File: src/rtl/sync_fifo_pkg.sv
// rtl/sync_fifo_pkg.sv - shared constants and parameter helpers for sync_fifo_thresh
package sync_fifo_pkg;

  localparam int DEF_WIDTH = 8;
  localparam int DEF_DEPTH = 16;

  function automatic int cntr_width(input int depth);
    return $clog2(depth + 1);
  endfunction

  function automatic int ptr_width(input int depth);
    return $clog2(depth);
  endfunction

  function automatic bit params_ok(input int depth, input int af_level, input int ae_level);
    return (depth >= 2) && (af_level >= 1) && (af_level <= depth) &&
           (ae_level >= 0) && (ae_level <= depth - 1);
  endfunction

endpackage

File: src/rtl/sync_fifo_ram.sv
// rtl/sync_fifo_ram.sv - FIFO storage, one write port and one registered read port
module sync_fifo_ram
  import sync_fifo_pkg::*;
#(
  parameter int WIDTH = DEF_WIDTH,
  parameter int DEPTH = DEF_DEPTH,
  parameter int AW    = ptr_width(DEF_DEPTH)
) (
  input  logic             CLK,
  input  logic             RST,
  input  logic             WR_EN,
  input  logic [AW-1:0]    WR_ADDR,
  input  logic [WIDTH-1:0] WR_DATA,
  input  logic             RD_EN,
  input  logic [AW-1:0]    RD_ADDR,
  output logic [WIDTH-1:0] RD_DATA
);

  logic [WIDTH-1:0] mem [DEPTH];

  // The array itself is never reset; only the output register is.
  always_ff @(posedge CLK) begin
    if (WR_EN) mem[WR_ADDR] <= WR_DATA;
  end

  always_ff @(posedge CLK or negedge RST) begin
    if (!RST)       RD_DATA <= '0;
    else if (RD_EN) RD_DATA <= mem[RD_ADDR];
  end

endmodule

File: src/rtl/sync_fifo_thresh.sv
// rtl/sync_fifo_thresh.sv - single-clock FIFO with almost-full/empty thresholds and read-valid
// Optional OVERFLOW/UNDERFLOW pulses enabled by SYNC_FIFO_ERR_FLAGS_EN.
module sync_fifo_thresh
  import sync_fifo_pkg::*;
#(
  parameter int FIFO_WIDTH = DEF_WIDTH,
  parameter int FIFO_DEPTH = DEF_DEPTH,
  parameter int AF_LEVEL   = FIFO_DEPTH - 2,
  parameter int AE_LEVEL   = 2
) (
  input  logic                               CLK,
  input  logic                               RST,
  input  logic [FIFO_WIDTH-1:0]              DATA_IN,
  input  logic                               WR_EN,
  input  logic                               RD_EN,
  output logic [FIFO_WIDTH-1:0]              DATA_OUT,
  output logic                               RD_VALID,
  output logic [$clog2(FIFO_DEPTH+1)-1:0]    CNTR,
  output logic                               EMPTY,
  output logic                               FULL,
  output logic                               ALMOST_EMPTY,
  output logic                               ALMOST_FULL,
  output logic                               OVERFLOW,
  output logic                               UNDERFLOW
);

  localparam int CW = cntr_width(FIFO_DEPTH);
  localparam int PW = ptr_width(FIFO_DEPTH);
  localparam logic [CW-1:0] FULL_CNT = CW'(FIFO_DEPTH);
  localparam logic [CW-1:0] AF_CNT   = CW'(AF_LEVEL);
  localparam logic [CW-1:0] AE_CNT   = CW'(AE_LEVEL);
  localparam logic [PW-1:0] LAST_PTR = PW'(FIFO_DEPTH - 1);

  if (!params_ok(FIFO_DEPTH, AF_LEVEL, AE_LEVEL)) begin : g_param_err
    $error("sync_fifo_thresh: FIFO_DEPTH must be >= 2 and thresholds within range");
  end

  logic [PW-1:0] wr_ptr;
  logic [PW-1:0] rd_ptr;
  logic          wr_acc;
  logic          rd_acc;

  // Explicit wrap so non-power-of-two depths never index past the last entry.
  function automatic logic [PW-1:0] next_ptr(input logic [PW-1:0] p);
    return (p == LAST_PTR) ? '0 : p + PW'(1);
  endfunction

  assign wr_acc = WR_EN && !FULL;
  assign rd_acc = RD_EN && !EMPTY;

  assign EMPTY        = (CNTR == '0);
  assign FULL         = (CNTR == FULL_CNT);
  assign ALMOST_EMPTY = (CNTR <= AE_CNT);
  assign ALMOST_FULL  = (CNTR >= AF_CNT);

  always_ff @(posedge CLK or negedge RST) begin
    if (!RST) begin
      wr_ptr   <= '0;
      rd_ptr   <= '0;
      CNTR     <= '0;
      RD_VALID <= 1'b0;
    end else begin
      RD_VALID <= rd_acc;
      if (wr_acc) wr_ptr <= next_ptr(wr_ptr);
      if (rd_acc) rd_ptr <= next_ptr(rd_ptr);
      case ({wr_acc, rd_acc})
        2'b10:   CNTR <= CNTR + CW'(1);
        2'b01:   CNTR <= CNTR - CW'(1);
        default: CNTR <= CNTR;
      endcase
    end
  end

`ifdef SYNC_FIFO_ERR_FLAGS_EN
  always_ff @(posedge CLK or negedge RST) begin
    if (!RST) begin
      OVERFLOW  <= 1'b0;
      UNDERFLOW <= 1'b0;
    end else begin
      OVERFLOW  <= WR_EN && FULL;
      UNDERFLOW <= RD_EN && EMPTY;
    end
  end
`else
  assign OVERFLOW  = 1'b0;
  assign UNDERFLOW = 1'b0;
`endif

  sync_fifo_ram #(
    .WIDTH (FIFO_WIDTH),
    .DEPTH (FIFO_DEPTH),
    .AW    (PW)
  ) u_ram (
    .CLK     (CLK),
    .RST     (RST),
    .WR_EN   (wr_acc),
    .WR_ADDR (wr_ptr),
    .WR_DATA (DATA_IN),
    .RD_EN   (rd_acc),
    .RD_ADDR (rd_ptr),
    .RD_DATA (DATA_OUT)
  );

endmodule
File: config.mk
export PLATFORM = sky130hd
export DESIGN_NAME = sync_fifo_thresh
export DESIGN_NICKNAME = d
export VERILOG_FILES = /design/src/rtl/sync_fifo_pkg.sv /design/src/rtl/sync_fifo_ram.sv /design/src/rtl/sync_fifo_thresh.sv
export SDC_FILE = /design/constraint.sdc
export NUM_CORES = 1
export LEC_CHECK = 0
export CAP_MARGIN = 40
export CORE_MARGIN = 2
export CORE_UTILIZATION = 55
export DETAILED_ROUTE_END_ITERATION = 8
export GPL_TIMING_DRIVEN = 0
export PLACE_DENSITY = 0.81
export SETUP_SLACK_MARGIN = 0.15
export SYNTH_ARGS = -nofsm -noshare
export SYNTH_HDL_FRONTEND = slang
export SYNTH_HIERARCHICAL = 1
export SYNTH_SLANG_ARGS = --single-unit
File: constraint.sdc
create_clock -name CLK -period 3.3 [get_ports CLK]
set_clock_uncertainty 0.1 [all_clocks]
set_input_delay 0.33 -clock CLK [delete_from_list [all_inputs] [get_ports CLK]]
set_output_delay 0.33 -clock CLK [all_outputs]
set_load 0.005 [all_outputs]
Word level (Yosys, flattened, before mapping)
Memories as Yosys holds them, arrays and structs flattened. A register that Yosys moved wholly into a read port is not among the register bits.
Cells that the tools add are included.
{ "totals": {"input_bits": 12, "regBits": 14, "word_cells": 28, "memories": 1, "mem_bits_rw": 128} }
{ "memory_table": {"columns": ["memory", "words", "word_bits", "read_ports", "rd_ports_with_merged_regs", "wr", "line_no", "source"], "rows": [
  ["u_ram.mem", 16, 8, 1, 1, 1, "sync_fifo_ram.sv:19", "logic [WIDTH-1:0] mem [DEPTH];"]
]} }
{ "op_classes": {"n_addsub": 4, "magnitude_cmp": 2, "eq_ne": 5, "n_reduce_logical": 7, "n_mux": 5} }
{ "op_table": {"columns": ["cell", "n"], "rows": [
  ["$pmux W5 S2", 1],
  ["$add A4 B1 Y4 const B", 2],
  ["$eq A4 B4 Y1 const B", 2],
  ["$mux W4", 2],
  ["$add A5 B1 Y5 const B", 1],
  ["$eq A5 B5 Y1 const B", 1],
  ["$ge A5 B4 Y1 const B", 1],
  ["$le A5 B2 Y1 const B", 1],
  ["$logic_not A5 Y1", 1],
  ["$sub A5 B1 Y5 const B", 1],
  ["$logic_not A1 Y1", 3],
  ["$eq A2 B1 Y1 const B", 1],
  ["$eq A2 B2 Y1 const B", 1],
  ["$logic_and A1 B1 Y1", 2],
  ["$mux W1", 2],
  ["$reduce_bool A2 Y1", 1]
]} }

Longest topological paths before layout
Gate-level depths: netlist of the first run.
{ "logic_depth": {"depth_word": 5, "depth_mapped": 8, "depth_no_buf": 8} }

Hierarchy
Netlist of the first run, hierarchy kept.
{ "by_module_without_submodules": {"columns": ["module", "area_each_um2", "cells_each", "n_inst", "seq_area_each_um2"], "rows": [
  ["sync_fifo_ram", 5331.4, 240, 1, 4043.9],
  ["sync_fifo_thresh", 804.5, 74, 1, 350.3]
]} }

Worst setup path before layout of the first run
No wires, ideal clock.
{ "synth_timing": {"kind": "register to register", "from": "register CNTR[0]", "to": "register CNTR[4]", "t_arrival_ns": 2.343, "path_buffers": 0, "path_slack_ns": 0.777, "stages_incl_launch_ff": 9, "period_less_slack_ns": 2.523, "cell_sequence": "dfrtp_1 -> or3_4 -> o31a_4 -> ha_1 -> fa_1 -> nand3_1 -> a21boi_0 -> nor3_1 -> xnor2_1"} }
{ "synth_between": {"elab_chain_cells": 5, "word_cells_on_any_way": 12, "classes_between": "add/sub (2); eq/ne (3); mux (1); reduce/logical (6)"} }
{ "synth_rtl": {"columns": ["element", "line_no", "source"], "rows": [
  ["from (decl)", "sync_fifo_thresh.sv:18", "output logic [$clog2(FIFO_DEPTH+1)-1:0] CNTR,"],
  ["from (signal assigned)", "sync_fifo_thresh.sv:67", "2'b10: CNTR <= CNTR + CW'(1);"],
  ["from (signal assigned)", "sync_fifo_thresh.sv:68", "2'b01: CNTR <= CNTR - CW'(1);"],
  ["$logic_not A5 Y1 (*)", "sync_fifo_thresh.sv:51", "assign EMPTY = (CNTR == '0);"],
  ["$logic_not A1 Y1 (*)", "sync_fifo_thresh.sv:49", "assign rd_acc = RD_EN && !EMPTY;"],
  ["$logic_and A1 B1 Y1 (*)", "sync_fifo_thresh.sv:49", null],
  ["net rd_acc", "sync_fifo_thresh.sv:41", "logic rd_acc;"],
  ["$eq A2 B1 Y1 / $eq A2 B2 Y1 (equally long branches)", "sync_fifo_thresh.sv:66", "case ({wr_acc, rd_acc})"],
  ["$pmux W5 S2 / $reduce_bool A2 Y1 (equally long branches)", null, null]
]} }
The timed path passes the listed nets; every way through them passes the cells marked *.
A chain may end at the register's enable or synchronous reset.

Worst setup path in the final report of the first run
{ "layout_timing": {"from": "register CNTR[3]", "to": "memory u_ram/mem[0][7] in the netlist's numbering (enable)"} }
{ "layout_between": {"elab_chain_cells": 5} }
{ "layout_rtl": {"columns": ["element", "line_no", "source"], "rows": [
  ["$eq A5 B5 Y1", "sync_fifo_thresh.sv:52", "assign FULL = (CNTR == FULL_CNT);"],
  ["$logic_not A1 Y1", "sync_fifo_thresh.sv:48", "assign wr_acc = WR_EN && !FULL;"],
  ["$logic_and A1 B1 Y1", "sync_fifo_thresh.sv:48", null],
  ["net wr_acc", "sync_fifo_thresh.sv:40", "logic wr_acc;"],
  ["$mux W1", "sync_fifo_ram.sv:23", "if (WR_EN) mem[WR_ADDR] <= WR_DATA;"],
  ["$mux W1 (implied by the code)", "sync_fifo_ram.sv:23", null],
  ["to (decl)", "sync_fifo_ram.sv:19", null]
]} }
The timed path passes the listed nets, and every way through them passes these cells.

==> flow_summary.json, run 1 <==
{
  "cts-root-to-sink-buffers": 2,
  "clock_power_share_pct": 30.3,
  "grtUsageTotal_pct": 22.7,
  "cp_slowest_cell": "sky130_fd_sc_hd__nor3_1",
  "ctsHtreeMaxLevel": 4,
  "yosysWarningCount": 6,
  "netlist_area_um2": 6140,
  "netlist.area_leader.share_pct": 62.6,
  "wire_length_of_the_first_global_routing_pass_mm": 18.5,
  "synth_async_sr_flop_share_pct": 14.7,
  "die-width_um": 110,
  "final.period_utilization_pct": 86.9,
  "nFillCells": 693,
  "whs_endpoint": "RD_VALID",
  "postCtsSetupBuffers": 0,
  "rows": 38,
  "leakagePower_nw": 2.50,
  "internal_power_w": 0.00461,
  "first_pass_iters": 5,
  "finalHoldViolations": 0,
  "syn_area_per_cell_um2": 19.5,
  "p_switching_w": 0.00193,
  "crit_start": "CNTR[3]",
  "cp_slowest_stage_delay_ns": 0.62,
  "antenna_found_initial": 0,
  "synth.lib_cells_used.distinct": 43,
  "drt_iter0_drc": 360,
  "maximum_number_of_pins_on_one_net_before_global_route_repair": 19,
  "fmax_mhz": 349,
  "vdd.ir_drop.worst_mv": 0.492,
  "path_class": "register to register",
  "yosys_most_used_dff": "sky130_fd_sc_hd__edfxtp_1",
  "layout_setup_ws_ns": 0.432,
  "hpwlAfterDp_mm": 7.68,
  "final_period_minus_worst_setup_slack_ns": 2.87,
  "fp.coreArea_um2": 10800,
  "netlist_instances": 314,
  "p_total_w": 0.00654,
  "timing.critical_path.arrival_ns": 3.00,
  "global_route.overflow_total": 0,
  "num-nets-final": 388,
  "synthMostInstantiatedCell": "sky130_fd_sc_hd__edfxtp_1",
  "place.gp.congestion": 0.823,
  "power_density_nw_per_um2": 900,
  "start_kind": "register",
  "critical_path_peak_fanout": 8,
  "synth-edff-count": 128,
  "tightest_slew_ns": 0.857,
  "synthDominantAreaCellType": "sky130_fd_sc_hd__edfxtp_1",
  "critical_path.reg2reg.startpoint": "CNTR[3]",
  "insertedDiodeCount": 0,
  "setup_viol": 0,
  "postSynthRegisterBits": 150,
  "drv_cap": 0,
  "routed_wl_mm": 12.2,
  "r2r_end": "u_ram/mem[0][7]",
  "remaining_drc_errors": 0,
  "io-pin-count": 32,
  "power.share.switching_pct": 29.6,
  "hold_slack_ns": 0.328,
  "critical_path_cell_list": "nand2b_1 -> o21ai_4 -> inv_1 -> or3b_2 -> nor3_1 -> buf_4",
  "wire_per_inst_um": 23.4,
  "cts.reportedPaths.clkPinSlew_ns": 0.06,
  "slew_viol_final": 0,
  "grt_setup_unrepaired": "false",
  "floorplan.die_area_um2": 12000,
  "worst_skew_pair.late_latency_ns": 0.52,
  "cts_buffers": 17,
  "grt_pass1_vias": 3209,
  "end_kind": "register",
  "clockRootBuffer": "sky130_fd_sc_hd__clkbuf_8",
  "final_layout_size_suffix_gt1_share_pct": 23.3,
  "seq_area_frac_synth_pct": 71.6,
  "cp.required_ns": 3.44,
  "port_buffers": 29,
  "ant_nets": 0,
  "die-height_um": 110,
  "worstHoldPathCells": 2,
  "comb_power_share_pct": 30.5,
  "start_util_pct": 56.6,
  "tritoncts": "built",
  "route.vias.total": 3216,
  "hold_class": "primary input to register",
  "via_per_inst": 6.16,
  "timing.hold.worst.start": "RD_EN",
  "tns_ns": 0,
  "syn_to_final_growth_pct": 18.5,
  "yosys-top-cells-area": "sky130_fd_sc_hd__edfxtp_1 (63%), sky130_fd_sc_hd__mux4_2 (9.5%), sky130_fd_sc_hd__dfrtp_1 (9.0%)",
  "internal_reg_to_reg_setup_slack_ns": 0.43,
  "dp_worst_setup_slack_ns": 0.389,
  "slew_headroom_pct": 42.6,
  "power_frac_seq_pct": 39.2,
  "post_synth_most_frequent_cells": "sky130_fd_sc_hd__edfxtp_1 (128), sky130_fd_sc_hd__mux4_2 (26), sky130_fd_sc_hd__dfrtp_1 (22), sky130_fd_sc_hd__nor2_1 (22), sky130_fd_sc_hd__nand2_1 (10)",
  "reg2reg_depth": 6,
  "tritoncts_num_sinks": 150,
  "status": "finished, final reports clean"
}
## registers in the layout (all words and copies together) (netlist names)
register       cells
CNTR               5
wr_ptr             4
RD_VALID           1
rd_ptr             4
u_ram/mem        128
u_ram/RD_DATA      8
## critical path, delay by kind of cell, from the launching register on
| kind | cells | cell delay [ns] |
|---|---|---|
| simple gates | 3 | 1.37 |
| buf+inv | 2 | 0.50 |
| compound gates | 1 | 0.10 |
| flops | 1 | 0.50 |
## per-layer routing
| metal | GRT usage [%] | wire (um) |
|---|---|---|
| met5 | 0 | 0 |
| met3 | 7.05 | 901 |
| met4 | 8.05 | 223 |
| met1 | 29.7 | 4870 |
| met2 | 36.3 | 6230 |
## power groups by stage
stage | combinational, W | sequential [W] | clock [W]
after floorplan | 0.00137 | 0.00254 | 0
after global placement | 0.00191 | 0.00256 | 0
after detailed placement | 0.00198 | 0.00259 | 0
after CTS | 0.00201 | 0.00256 | 0.00201
after global routing | 0.00214 | 0.00259 | 0.00209
final | 0.00200 | 0.00256 | 0.00199
## worst max-delay path by stage
| stage | end | slack [ns] | depth (start not counted) |
|---|---|---|---|
| finish | u_ram/mem[0][7] | 0.43 | 6 |
| global route | u_ram/mem[0][7] | 0.32 | 6 |
| CTS | u_ram/mem[0][7] | 0.50 | 6 |
| detailed placement | u_ram/mem[0][7] | 0.39 | 6 |
| global placement | u_ram/mem[0][7] | 0.23 | 5 |
| floorplan | CNTR[4] | 0.78 | 8 |
## what timing repair did
action                                 CTS  global route
endpoints found under the hold margin    4             0
gates resized for setup                  0             0
hold buffers                             1             0
## final cells by class
class,instances,area [um2],share of cell area (%)
Buffer,17,148,2.03
Clock buffer,18,418,5.75
Clock inverter,14,198,2.72
Inverter,2,7.51,0.103
Multi-Input combinational cell,146,1590,21.9
Sequential cell,150,4390,60.4
Tap cell,140,175,2.41
Timing Repair Buffer,35,343,4.71
## metrics by stage
step           area, um2  utilization (%)  std cells
2_1_floorplan       6140                -        315
3_5_place_dp        6650             61.3        489
3_3_place_gp        6610             60.9        484
5_1_grt             7270             67.1        522
4_1_cts             7270             67.1        522
6_report            7270             67.1        522
## cell families after synthesis
family | Yosys count | synth area share [%]
DFF | 150 | 71.6
and+or+nand+nor | 56 | 4.38
muxes | 43 | 14.1
AOI/OAI and AO/OA | 32 | 4.91
buffers and inverters | 19 | 2.53
adders and majority gates | 7 | 1.55
xor gates and xnor gates | 6 | 0.856
other | 1 | 0.0611
## placed cells by master (no fill, tap or decap), types with 7 or more instances in the layout
cell	count
sky130_fd_sc_hd__nand2_1	10
sky130_fd_sc_hd__clkdlybuf4s50_1	29
sky130_fd_sc_hd__a221oi_2	8
sky130_fd_sc_hd__o22ai_1	7
sky130_fd_sc_hd__edfxtp_1	128
sky130_fd_sc_hd__clkbuf_16	16
sky130_fd_sc_hd__mux2i_1	8
sky130_fd_sc_hd__mux4_2	26
sky130_fd_sc_hd__nor2_1	22
sky130_fd_sc_hd__dfrtp_1	22
Note: power is estimated with default switching activity, not from simulation.
==> inputs of run 2 (changes only) <==
--- a/constraint.sdc
+++ b/constraint.sdc
@@ -4,2 +4,2 @@
 set_output_delay 0.33 -clock CLK [all_outputs]
-set_load 0.005 [all_outputs]
+set_load 0.01 [all_outputs]
==> results of run 2 <==
The final DEF is identical to that of run 1. Status: finished, final reports clean.
Among the figures that moved: total power 0.00654 W -> 0.00659 W; worst IR drop on VDD 0.492 mV -> 0.501 mV
==> inputs of run 3 (changes only) <==
CORE_UTILIZATION = 30   (was 55)
PLACE_DENSITY = 0.53   (was 0.81)
==> run 3 against run 2 <==
Sequential power is essentially flat. Count of clock-buffer cells in the layout decreased by 1. Non-clock buffer count is 9 higher. Critical path type unchanged. Largest power group unchanged. Highest routed layer unchanged.
==> flow_summary.json, run 3 (synthesized netlist as in run 1, its figures left out) <==
{
  "tritoncts_num_sinks": 150,
  "ant_nets": 0,
  "drv_cap": 0,
  "slew_viol_final": 0,
  "cts_resized": 0,
  "place.gp.congestion": 0.765,
  "remaining_drc_errors": 0,
  "end_kind": "register",
  "critical_path_peak_fanout": 8,
  "nFillCells": 1880,
  "routed_wl_mm": 12.9,
  "cp.buffers_inverters": 0,
  "cp_slowest_cell": "sky130_fd_sc_hd__dfrtp_1",
  "post_cts_hold_buffer_count": 0,
  "final_layout_size_suffix_gt1_share_pct": 26.7,
  "rows": 52,
  "largest_registers": "u_ram/mem: 128 flops, u_ram/RD_DATA: 8 flops, CNTR: 5 flops",
  "fmax_mhz": 371,
  "leakagePower_nw": 2.53,
  "route.vias.total": 3151,
  "worst_skew_pair.late_latency_ns": 0.42,
  "port_buffers": 29,
  "final_core_util_pct": 37.1,
  "path_class": "register to register",
  "wire_per_inst_um": 19.6,
  "status": "finished, final reports clean",
  "insertedDiodeCount": 0,
  "fp.coreArea_um2": 20200,
  "cp_top_family": "simple AND/OR/NAND/NOR gates",
  "tightest_slew_ns": 0.861,
  "ctsHtreeMaxLevel": 4,
  "final.period_utilization_pct": 81.7,
  "power_density_nw_per_um2": 870,
  "cts.reportedPaths.clkPinSlew_ns": 0.06,
  "hold_class": "primary input to asynchronous set/reset pin",
  "finalHoldViolations": 0,
  "critical_path_cell_list": "or3_4 -> o31a_4 -> ha_1 -> fa_1 -> nand3_1 -> a21boi_0 -> nor3_1 -> xnor2_1",
  "cts_buffers": 17,
  "largest_register": "u_ram/mem",
  "final_common_cell": "sky130_fd_sc_hd__edfxtp_1",
  "tritoncts": "built",
  "start_kind": "register",
  "num-nets-final": 397,
  "hpwlAfterDp_mm": 8.57,
  "syn_to_final_growth_pct": 22.0,
  "io-pin-count": 32,
  "dp_worst_setup_slack_ns": 0.498,
  "drt_iter0_drc": 278,
  "layout_setup_ws_ns": 0.605,
  "postCtsSetupBuffers": 0,
  "clockRootBuffer": "sky130_fd_sc_hd__clkbuf_16",
  "cp.required_ns": 3.53,
  "timing.critical_path.arrival_ns": 2.93,
  "start_util_pct": 30.4,
  "antenna_found_initial": 0,
  "grtUsageTotal_pct": 12.6,
  "maximum_number_of_pins_on_one_net_before_global_route_repair": 17,
  "global_route.overflow_total": 0,
  "grt_setup_unrepaired": "false",
  "vdd.ir_drop.worst_mv": 0.396,
  "via_per_inst": 4.77,
  "first_pass_iters": 4,
  "largest_register_ff_count": 128,
  "die-width_um": 147,
  "die-height_um": 147,
  "cts-root-to-sink-buffers": 2,
  "cp_slowest_stage_delay_ns": 0.46,
  "final_period_minus_worst_setup_slack_ns": 2.70,
  "wire_length_of_the_first_global_routing_pass_mm": 19.5,
  "setup_viol": 0,
  "floorplan.die_area_um2": 21600,
  "grt_pass1_vias": 3257,
  "slew_headroom_pct": 42.3,
  "highest_count_cells_in_the_layout_ignoring_fill_and_taps": "sky130_fd_sc_hd__edfxtp_1 (128), sky130_fd_sc_hd__clkdlybuf4s50_1 (29), sky130_fd_sc_hd__mux4_2 (26)"
}
run 3: changes by cell type in the layout (fill, tap and decap cells not counted), moves of 2 or more:
cell and change:
sky130_fd_sc_hd__nor3_1 -4, sky130_fd_sc_hd__clkinv_4 -2, sky130_fd_sc_hd__clkinvlp_4 +3, sky130_fd_sc_hd__nor3_2 +4, sky130_fd_sc_hd__bufinv_16 -2, sky130_fd_sc_hd__clkinv_2 +2
sky130_fd_sc_hd__buf_4 +11
run 3: path summary, 6_finish.rpt:
check / start / to / slack, ns / cells past startpoint
max in group asynchronous: RST / u_ram/RD_DATA[0] / 2.51 / 2
min reg2reg: rd_ptr[3] / rd_ptr[3] / 0.47 / 1
min in group CLK: RD_EN / RD_VALID / 0.44 / 2
max reg2reg: CNTR[0] / CNTR[4] / 0.60 / 8
min: RST / CNTR[3] / 0.14 / 1
max: CNTR[0] / CNTR[4] / 0.60 / 8
run 3: power by group:
group          internal (W)  switching, W
sequential          0.00234      0.000233
combinational       0.00104       0.00101
clock               0.00112      0.000767
total               0.00450       0.00201
run 3: cell type report:
type / instances / area (um2) / area share [%]
Clock buffer: 17 / 425 / 5.68
Buffer: 17 / 148 / 1.97
Inverter: 2 / 7.51 / 0.100
Tap cell: 270 / 338 / 4.51
Multi-Input combinational cell: 146 / 1610 / 21.5
Timing Repair Buffer: 44 / 410 / 5.48
Clock inverter: 14 / 151 / 2.02
Sequential cell: 150 / 4390 / 58.7
run 3: metal layers:
metal / vias up / global-route usage, % / wire [um]
met5: - / 0 / 0
met4: 0 / 4.62 / 204
met3: 15 / 3.79 / 691
met2: 81 / 20.2 / 6240
met1: 1659 / 16.4 / 5770
li1: 1396 / - / -
run 3: per-stage QoR:
step | hold WS, ns | setup TNS, ns | cells | total power [W] | area (um2)
after floorplan | -0.0656 | 0 | 315 | 0.00395 | 6140
after global placement | 0.439 | -0.122 | 614 | 0.00459 | 6770
after detailed placement | 0.459 | 0 | 628 | 0.00470 | 6900
after CTS | 0.135 | 0 | 659 | 0.00660 | 7480
after global routing | 0.158 | 0 | 660 | 0.00685 | 7480
final | 0.136 | 0 | 660 | 0.00651 | 7480
